[src/rtl/tile_dma_pkg.sv]
// Shared constants for the tile-attribute DMA: register map, CTRL bit
// positions and tile geometry common to the video unit and software.
package tile_dma_pkg;

  // Attribute RAM depth in bytes and the visible tile grid it backs
  localparam int TATTR_BYTES   = 512;
  localparam int TILES_X       = 25;
  localparam int TILES_Y       = 19;
  localparam int TILES_VISIBLE = TILES_X * TILES_Y;  // 475

  // Register window offsets
  localparam logic [1:0] REG_SRC  = 2'd0;
  localparam logic [1:0] REG_DST  = 2'd1;
  localparam logic [1:0] REG_LEN  = 2'd2;
  localparam logic [1:0] REG_CTRL = 2'd3;

  // CTRL bit indices (write: start/abort self-clear, done is write-1-to-clear;
  // read: bit 0 reports busy instead of start)
  localparam int CTRL_START   = 0;
  localparam int CTRL_BUSY    = 0;
  localparam int CTRL_WAIT_VB = 1;
  localparam int CTRL_IRQ_EN  = 2;
  localparam int CTRL_ABORT   = 3;
  localparam int CTRL_DONE    = 4;

endpackage

[src/rtl/tile_dma_if.sv]
// Memory read bus plus attribute RAM write port seen by the DMA engine.
interface tile_dma_if #(
  parameter int ADDR_WIDTH = 32,
  parameter int TA_W       = 9
);
  logic                  mem_req;
  logic [ADDR_WIDTH-1:0] mem_addr;
  logic                  mem_ready;
  logic [7:0]            mem_rdata;
  logic [TA_W-1:0]       tattr_addr;
  logic [7:0]            tattr_wdata;
  logic                  tattr_wenable;

  // DMA engine side
  modport master (
    output mem_req, mem_addr, tattr_addr, tattr_wdata, tattr_wenable,
    input  mem_ready, mem_rdata
  );

  // Memory / video-unit side
  modport slave (
    input  mem_req, mem_addr, tattr_addr, tattr_wdata, tattr_wenable,
    output mem_ready, mem_rdata
  );
endinterface

[src/rtl/tile_dma.sv]
// Tile-attribute copy engine: reads bytes from system memory one at a time
// and writes them into the video unit's attribute RAM, optionally waiting
// for vertical blank before the first read.
module tile_dma
  import tile_dma_pkg::*;
#(
  parameter int ADDR_WIDTH = 32,   // at most 32 (SRC is loaded from reg_wdata)
  parameter int TATTR_SIZE = TATTR_BYTES,
  parameter int LEN_WIDTH  = 10
) (
  input  logic        clk,
  input  logic        rst_n,
  input  logic [1:0]  reg_addr,
  input  logic [31:0] reg_wdata,
  input  logic        reg_wenable,
  output logic [31:0] reg_rdata,
  input  logic        vblank,
  tile_dma_if.master  bus,
  output logic        irq
);

  localparam int TA_W = $clog2(TATTR_SIZE);

  typedef enum logic [1:0] {S_IDLE, S_WAIT_VB, S_READ, S_WRITE} state_t;

  state_t                r_state;
  logic [ADDR_WIDTH-1:0] r_src, r_cur_src;
  logic [TA_W-1:0]       r_dst, r_cur_dst;
  logic [LEN_WIDTH-1:0]  r_len, r_remaining;
  logic                  r_wait_vb, r_irq_en, r_done;
  logic                  r_abort_pend, r_mem_req, r_twen;
  logic [7:0]            r_data;

  logic w_busy, w_ctrl_wr, w_start, w_abort, w_clr_done, w_cfg_wr;

  assign w_busy     = (r_state != S_IDLE);
  assign w_ctrl_wr  = reg_wenable && (reg_addr == REG_CTRL);
  assign w_start    = w_ctrl_wr && reg_wdata[CTRL_START];
  assign w_abort    = w_ctrl_wr && reg_wdata[CTRL_ABORT];
  assign w_clr_done = w_ctrl_wr && reg_wdata[CTRL_DONE];
  assign w_cfg_wr   = reg_wenable && !w_busy;

  // Programmable registers; transfer parameters are frozen while busy
  always_ff @(posedge clk or negedge rst_n) begin
    if (!rst_n) begin
      r_src     <= '0;
      r_dst     <= '0;
      r_len     <= '0;
      r_wait_vb <= 1'b0;
      r_irq_en  <= 1'b0;
    end else begin
      if (w_cfg_wr) begin
        case (reg_addr)
          REG_SRC: r_src <= reg_wdata[ADDR_WIDTH-1:0];
          REG_DST: r_dst <= reg_wdata[TA_W-1:0];
          REG_LEN: r_len <= reg_wdata[LEN_WIDTH-1:0];
          default: ;
        endcase
      end
      if (w_ctrl_wr) begin
        r_wait_vb <= reg_wdata[CTRL_WAIT_VB];
        r_irq_en  <= reg_wdata[CTRL_IRQ_EN];
      end
    end
  end

  // Transfer FSM with working counters and registered bus outputs
  always_ff @(posedge clk or negedge rst_n) begin
    if (!rst_n) begin
      r_state      <= S_IDLE;
      r_cur_src    <= '0;
      r_cur_dst    <= '0;
      r_remaining  <= '0;
      r_done       <= 1'b0;
      r_abort_pend <= 1'b0;
      r_mem_req    <= 1'b0;
      r_twen       <= 1'b0;
      r_data       <= '0;
    end else begin
      r_twen <= 1'b0;
      // Clear first so a start in the same write can re-set done (LEN=0)
      if (w_clr_done) r_done <= 1'b0;
      case (r_state)
        S_IDLE: begin
          if (w_start) begin
            if (r_len == '0) begin
              r_done <= 1'b1;
            end else begin
              r_cur_src    <= r_src;
              r_cur_dst    <= r_dst;
              r_remaining  <= r_len;
              r_abort_pend <= 1'b0;
              // The start write carries the wait_vb bit that is in effect
              if (reg_wdata[CTRL_WAIT_VB]) begin
                r_state <= S_WAIT_VB;
              end else begin
                r_state   <= S_READ;
                r_mem_req <= 1'b1;
              end
            end
          end
        end
        S_WAIT_VB: begin
          if (w_abort) begin
            r_state <= S_IDLE;
          end else if (vblank) begin
            r_state   <= S_READ;
            r_mem_req <= 1'b1;
          end
        end
        S_READ: begin
          // A request cannot be withdrawn; remember the abort until ready
          if (w_abort) r_abort_pend <= 1'b1;
          if (bus.mem_ready) begin
            r_mem_req <= 1'b0;
            if (r_abort_pend || w_abort) begin
              r_state      <= S_IDLE;
              r_abort_pend <= 1'b0;
            end else begin
              r_data  <= bus.mem_rdata;
              r_state <= S_WRITE;
              r_twen  <= 1'b1;
            end
          end
        end
        S_WRITE: begin
          r_cur_src   <= r_cur_src + ADDR_WIDTH'(1);
          r_cur_dst   <= r_cur_dst + TA_W'(1);
          r_remaining <= r_remaining - LEN_WIDTH'(1);
          if (w_abort) begin
            r_state <= S_IDLE;
          end else if (r_remaining == LEN_WIDTH'(1)) begin
            r_done  <= 1'b1;
            r_state <= S_IDLE;
          end else begin
            r_state   <= S_READ;
            r_mem_req <= 1'b1;
          end
        end
        default: r_state <= S_IDLE;
      endcase
    end
  end

  assign bus.mem_req       = r_mem_req;
  assign bus.mem_addr      = r_cur_src;
  assign bus.tattr_addr    = r_cur_dst;
  assign bus.tattr_wdata   = r_data;
  assign bus.tattr_wenable = r_twen;
  assign irq               = r_done & r_irq_en;

  // Register read mux
  always_comb begin
    reg_rdata = '0;
    case (reg_addr)
      REG_SRC: reg_rdata = 32'(r_src);
      REG_DST: reg_rdata = 32'(r_dst);
      REG_LEN: reg_rdata = 32'(r_len);
      default: begin
        reg_rdata[CTRL_BUSY]    = w_busy;
        reg_rdata[CTRL_WAIT_VB] = r_wait_vb;
        reg_rdata[CTRL_IRQ_EN]  = r_irq_en;
        reg_rdata[CTRL_DONE]    = r_done;
      end
    endcase
  end

endmodule

[src/flat_wrapper.sv]
// flat-port wrapper written by rule: the top's interface ports become plain ports
module tile_dma_flat import tile_dma_pkg::*;
#(
  parameter int ADDR_WIDTH = 32,                                               
  parameter int TATTR_SIZE = TATTR_BYTES,
  parameter int LEN_WIDTH  = 10
)
  (clk, rst_n, reg_addr, reg_wdata, reg_wenable, reg_rdata, vblank, irq, bus_mem_req, bus_mem_addr, bus_tattr_addr, bus_tattr_wdata, bus_tattr_wenable, bus_mem_ready, bus_mem_rdata);
  tile_dma_if #(.ADDR_WIDTH(ADDR_WIDTH), .TA_W(9)) bus_i ();
  input  logic clk;
  input  logic rst_n;
  input  logic [1:0] reg_addr;
  input  logic [31:0] reg_wdata;
  input  logic reg_wenable;
  output logic [31:0] reg_rdata;
  input  logic vblank;
  output logic irq;
  output wire logic [$bits(bus_i.mem_req)-1:0] bus_mem_req;
  output wire logic [$bits(bus_i.mem_addr)-1:0] bus_mem_addr;
  output wire logic [$bits(bus_i.tattr_addr)-1:0] bus_tattr_addr;
  output wire logic [$bits(bus_i.tattr_wdata)-1:0] bus_tattr_wdata;
  output wire logic [$bits(bus_i.tattr_wenable)-1:0] bus_tattr_wenable;
  input wire logic [$bits(bus_i.mem_ready)-1:0] bus_mem_ready;
  input wire logic [$bits(bus_i.mem_rdata)-1:0] bus_mem_rdata;
  assign bus_mem_req = bus_i.mem_req;
  assign bus_mem_addr = bus_i.mem_addr;
  assign bus_tattr_addr = bus_i.tattr_addr;
  assign bus_tattr_wdata = bus_i.tattr_wdata;
  assign bus_tattr_wenable = bus_i.tattr_wenable;
  assign bus_i.mem_ready = bus_mem_ready;
  assign bus_i.mem_rdata = bus_mem_rdata;
  tile_dma #(.ADDR_WIDTH(ADDR_WIDTH), .TATTR_SIZE(TATTR_SIZE), .LEN_WIDTH(LEN_WIDTH)) u_core (.clk(clk), .rst_n(rst_n), .reg_addr(reg_addr), .reg_wdata(reg_wdata), .reg_wenable(reg_wenable), .reg_rdata(reg_rdata), .vblank(vblank), .bus(bus_i), .irq(irq));
endmodule
[config.mk]
export PLATFORM = sky130hd
export DESIGN_NAME = tile_dma_flat
export DESIGN_NICKNAME = d
export VERILOG_FILES = /design/src/rtl/tile_dma_pkg.sv /design/src/rtl/tile_dma_if.sv /design/src/rtl/tile_dma.sv /design/src/flat_wrapper.sv
export SDC_FILE = /design/constraint.sdc
export NUM_CORES = 1
export LEC_CHECK = 0
export CAP_MARGIN = 20
export CORE_MARGIN = 2
export CORE_UTILIZATION = 28
export CTS_CLUSTER_SIZE = 12
export DETAILED_ROUTE_END_ITERATION = 16
export PLACE_DENSITY = 0.47
export RECOVER_POWER = 25
export SLEW_MARGIN = 20
export SYNTH_ARGS = -nofsm -noshare
export SYNTH_HDL_FRONTEND = slang
export SYNTH_SLANG_ARGS = --single-unit
[constraint.sdc]
create_clock -name clk -period 2.4 [get_ports clk]
set_input_delay 0.24 -clock clk [delete_from_list [all_inputs] [get_ports clk]]
set_output_delay 0.24 -clock clk [all_outputs]
set_load 0.02 [all_outputs]
## After elaboration in Yosys (flattened, before gate mapping)

Cells that the tools add are included.

- Add/sub/neg operators: 3
- $mul: 0
- Div/mod/pow operators: 0
- $lt $le $gt $ge: 0
- Equal/unequal tests: 16
- Shift-type cells: 0
- Muxes and demuxes: 47
- Bitwise operators: 2
- Reduce and logical (&&, ||, !) cells: 21

Operators by type and width:

| operator | count |
|---|---|
| 27-bit one-hot mux with 3 select lines | 1 |
| 32-bit two-way mux | 2 |
| 32-bit one-hot mux with 2 select lines | 1 |
| 32-bit by 1-bit adder with 32-bit output, second input constant | 1 |
| 1-bit two-way mux | 21 |
| 10-bit two-way mux | 2 |
| 10-bit one-hot mux with 2 select lines | 1 |
| 2-bit two-way mux | 9 |
| 9-bit two-way mux | 2 |
| 9-bit one-hot mux with 2 select lines | 1 |
| 2-bit != test, second input constant | 7 |
| 10-bit by 1-bit equality test with 1-bit output, second input constant | 1 |
| 10-bit zero test | 1 |
| 10-bit by 1-bit subtractor with 10-bit output, second input constant | 1 |
| 9-bit by 1-bit adder with 9-bit output, second input constant | 1 |
| 3-bit one-hot mux with 3 select lines | 1 |
| 3-bit AND reduction | 3 |
| 2-bit equality test, second input constant | 4 |
| 2-bit one-hot mux with 4 select lines | 1 |
| 8-bit AND reduction | 1 |
| 1-bit one-hot mux with 3 select lines | 2 |
| 2-bit AND reduction | 3 |
| 2-bit nonzero test | 3 |
| 1-bit logical AND | 5 |
| other kinds (11) | 14 |

- Register bits after elaboration: 118
- Bits in latches: 0
- RAM bits: 0
- ROM bits: 0
- Bits of input ports: 47
- Output and inout bits: 84
- Word-level logic and storage cells: 103
- Memories kept: 0

## Logic depth before layout (Yosys ltp)

- Word-level depth: 7
- Gate-level depth with buffers: 11
- Mapped depth without buffers: 7

## Worst setup path before layout

No wires, ideal clock.

- Kind: register to register
- From: reg u_core.r_cur_src[5], in the netlist u_core.bus.mem_addr[5]
- To: reg u_core.r_cur_src[25], in the netlist u_core.bus.mem_addr[25]
- Setup time: 0.129 ns
- Arrival: 1.967 ns
- Required time: 2.271 ns
- Path slack: 0.304 ns
- Stages on the path, launching flop included: 7
- Buffers on the path: 1
- Period minus slack after synthesis: 2.096 ns
- Cell sequence: dfrtp_1 -> nand4_2 -> or4_1 -> buf_2 -> or2_4 -> o41ai_1 -> nor2_1

- Cells in the longest elaborated chain, start to end: 2

RTL lines:

| what | line | text |
|---|---|---|
| from (decl) | tile_dma.sv:27 | `logic [ADDR_WIDTH-1:0] r_src, r_cur_src;` |
| from (signal assigned) | tile_dma.sv:89 | `r_cur_src <= r_src;` |
| from (signal assigned) | tile_dma.sv:127 | `r_cur_src <= r_cur_src + ADDR_WIDTH'(1);` |
| 32-bit by 1-bit adder with 32-bit output | tile_dma.sv:127 |  |
| 32-bit one-hot mux with 2 select lines | tile_dma.sv:83 | `case (r_state)` |

No other way between the ends.
A chain may end at the register's enable or synchronous reset.

## Worst setup path in the final report

- From: in reg_addr[0]
- To: out reg_rdata[31]

- Cells in the longest elaborated chain, start to end: 2
- Elaborated cells between the ends (all ways): 4
- Classes of those cells: eq/ne (2); mux (1); reduce/logical (1)

RTL lines:

| what | line | text |
|---|---|---|
| from (decl) | flat_wrapper.sv:12 | `input logic [1:0] reg_addr;` |
| 2-bit equality test, or another cell as far along | tile_dma.sv:155 | `case (reg_addr)` |
| 27-bit one-hot mux with 3 select lines (*) | tile_dma.sv:155 |  |
| to (decl) | flat_wrapper.sv:15 | `output logic [31:0] reg_rdata;` |

Every way passes the cells marked *; elsewhere a longest branch is shown, timed or not.

==> metrics.csv <==
stage,metric,value,unit
critical_path,cp-end-kind,output port,
critical_path,reg2reg_setup_slack,0.26,ns
finish,nFillCells,2172,
detailed_routing,wl_per_cell,18.1,um
clock_tree,clk_pin_slew,0.06,ns
detailed_routing,final_antenna_net_count,0,
timing,clock_skew,0.0126,ns
critical_path,r2r_end,u_core.r_state[1],
pwr,irDropWorstVdd,545,uV
synth,yosys_warnings,0,
detailed_routing,drtIter0Drc,272,
run_status,failed_checks,"capacitance limit, slew limit",
timing,finalSetupViolCount,0,
floorplan,die-area,0.0242,mm2
detailed_routing,drc_errors,0,
timing,tns,0,ns
timing,fmax,440,MHz
timing,hold_violations,0,
synth,synth_cell_type_count,57,
grt,grt.overflow.total,0,
detailed_routing,avgViaCountPerCell,5.25,
synth,synth_edf_count,0,
timing,fin_crit,2.27,ns
place,port_buffers,130,
pwr,power_density,1500,mW/mm2
grt,grt_pass1_wl,31.8,mm
place,place_ws,0.0503,ns
place,hpwl,14.5,mm
grt,grt_antenna_before_repair,0,
critical_path,required,2.16,ns
detailed_routing,drt-pass1-iter-count,5,
timing,slew_headroom,-7.18,%
grt,track_usage,16.8,%
run_status,status,finished with violations,
clock_tree,clock_sinks,118,
synth,synth_fp_nets,706,
critical_path,critical_path.max_fanout,23,
synth,yosys.area.top_type,dfrtp_1,
floorplan,coreArea,0.0226,mm2
clock_tree,htree_levels,4,
synth,syn_inst,650,
floorplan,rows,55,
floorplan,start_util,28.5,%
floorplan,die_x,155,um
grt,grt_max_degree,75,
floorplan,top_level_ports,131,
floorplan,die_h,155,um
pwr,power.leakage,3.71,nW
synth,synth.avg_cell_area,9.88,um2
critical_path,crit_path_end,reg_rdata[31],
detailed_routing,routed_wl,20.0,mm
critical_path,r2r_start,u_core.r_state[0],
critical_path,cp-start-kind,input pin,
job,cap_viol_max_count,1,
synth,yosysMostFrequentCell,dfrtp_1,
synth,yosysSeqAreaShare,46.0,%
synth,synth_flop_cell,dfrtp_1,
clock_tree,cts-root-buf,clkbuf_16,
synth,synthTopCellsByArea,"dfrtp_1 (46%), mux2_2 (8.8%), nand2_1 (3.6%)",
finish,n_antenna_cell,0,
timing,fin_crit_sh,94.8,%
timing,drv_slew,26,
timing,setup_ws,0.125,ns
critical_path,startpoint,reg_addr[0],
synth,synth_area,0.00642,mm2
finish,syn_to_final_growth,39.5,%
finish,final_layout_size_suffix_gt1_share,19.0,%
place,gp_congestion,0.855,
clock_tree,cts_tree,built,
synth,synth_seq_cells,118,
critical_path,arrival,2.03,ns
clock_tree,numCtsBuffers,17,
finish,num-nets-final,864,
critical_path,r2r_cells,8,
critical_path,crit_type,input pin to output port,
synth,yosys-top-cells-count,"dfrtp_1 (118), nand2_1 (61), mux2_2 (50)",
hold_path,worst_hold_startpoint,bus_mem_rdata[2],
grt,grt_pass1_vias,5695,
clock_tree,clk_latency,0.43,ns
clock_tree,cts_max_path_buffers,2,
timing,worst_slew_pin_slew,1.61,ns
timing,rsz0062_at_grt,no,
synth,netlist.area_leader.share,46.0,%
synth,synthArstFlopShare,100,%
detailed_routing,vias,5808,
hold_path,worstHoldPathType,input pin to flip-flop,
==> state kept, by name (all words and copies together), names as in the netlist <==
| register | count |
|---|---|
| u_core.r_wait_vb | 1 |
| u_core.bus.mem_addr | 32 |
| u_core.r_done | 1 |
| u_core.bus.tattr_wdata | 8 |
| u_core.r_dst | 9 |
| u_core.bus.tattr_wenable | 1 |
| u_core.r_remaining | 10 |
| u_core.r_irq_en | 1 |
| u_core.bus.mem_req | 1 |
| u_core.bus.tattr_addr | 9 |
| u_core.r_state | 2 |
| u_core.r_len | 10 |
| u_core.r_src | 32 |
| u_core.r_abort_pend | 1 |
==> critical path, cell delays in order <==
cell	delay [ns]
clkdlybuf4s50_1	0.48
buf_12	0.19
nor2_1	0.17
buf_12	0.18
and2_1	0.15
clkdlybuf4s50_1	0.60
==> layer usage <==
metal  global-route usage (%)  up-vias  wire length, um
met5                        0        -                0
met2                     26.6      206             9270
met1                     23.1     2824             9270
met4                     5.33        0              262
li1                         -     2757                -
met3                     3.65       21             1180
==> per-stage QoR <==
step           hold WS [ns]  cells  power [mW]  utilization [%]  cell area [um2]
6_report              0.338   1106        13.4             39.7             8960
5_1_grt               0.346   1106        14.3             39.7             8960
3_5_place_dp          0.187   1072        10.8             36.8             8310
4_1_cts               0.285   1105        13.6             39.6             8950
3_3_place_gp          0.183   1072        10.6             36.8             8310
2_1_floorplan       -0.0556    650        7.90                -             6420
==> layout by cell type, fill, tap and decap left out, drive strengths merged, types with 3 or more instances in the layout <==
cell,Yosys,final
nor4,7,7
nor2,28,28
o311ai,4,4
a21boi,3,3
nand2,61,61
nor3,19,19
clkinvlp,0,4
or4,3,3
dlymetal6s2s,0,4
a2bb2oi,6,6
and4,21,21
buf,13,52
clkbuf,30,18
nand3,20,20
dfrtp,118,118
and2,32,32
ha,9,9
bufinv,0,3
a21o,3,3
o22ai,35,35
clkdlybuf4s50,0,124
o32ai,4,4
nand2b,6,6
mux2,50,50
clkinv,2,5
mux2i,10,10
nand4,27,27
mux4,4,4
o21ai,41,41
and3,16,16
a31oi,6,6
a21oi,32,32
inv,12,17
==> cell type report <==
class                   count  area, um2  share of cell area [%]
multi-input cells         475       3200                    35.7
clock buffers              17        425                    4.75
inverters                  14       52.6                   0.587
clock inverters            15        195                    2.18
repair buffers            182       1780                    19.9
flip-flops and latches    118       2950                    33.0
well taps                 285        357                    3.98
==> worst min-delay path by stage <==
| stage | to | cells past startpoint |
|---|---|---|
| finish | u_core.bus.tattr_wdata[2] | 3 |
| global route | u_core.bus.tattr_wdata[6] | 3 |
| CTS | u_core.r_src[10] | 2 |
| detailed placement | u_core.r_src[10] | 1 |
| global placement | u_core.r_src[10] | 1 |
| floorplan | u_core.bus.mem_addr[0] | 0 |
==> where the power goes <==
group          switching [mW]  internal, mW  leakage [nW]
Combinational            3.46          3.13          1.99
Clock                    1.05          1.66         0.291
Sequential               1.10          3.02          1.42
==> timing repair <==
action / CTS / global route
pin swaps: 0 / 1
hold buffers: 1 / 0
gates resized for setup: 5 / 6
buffers inserted: 0 / 1
setup endpoints to repair: 1 / 10
gates cloned: 0 / 0
hold endpoints to repair: 24 / 0
==> logic make-up after synthesis <==
| family | share of synthesized area, % |
|---|---|
| flip-flops | 46.0 |
| adder cells (fa/ha/maj) | 1.75 |
| AO/OA/AOI/OAI | 14.4 |
| AND/OR/NAND/NOR | 21.7 |
| multiplexers | 11.7 |
| buffers and inverters | 4.40 |
(Power assumes the default switching activity.)
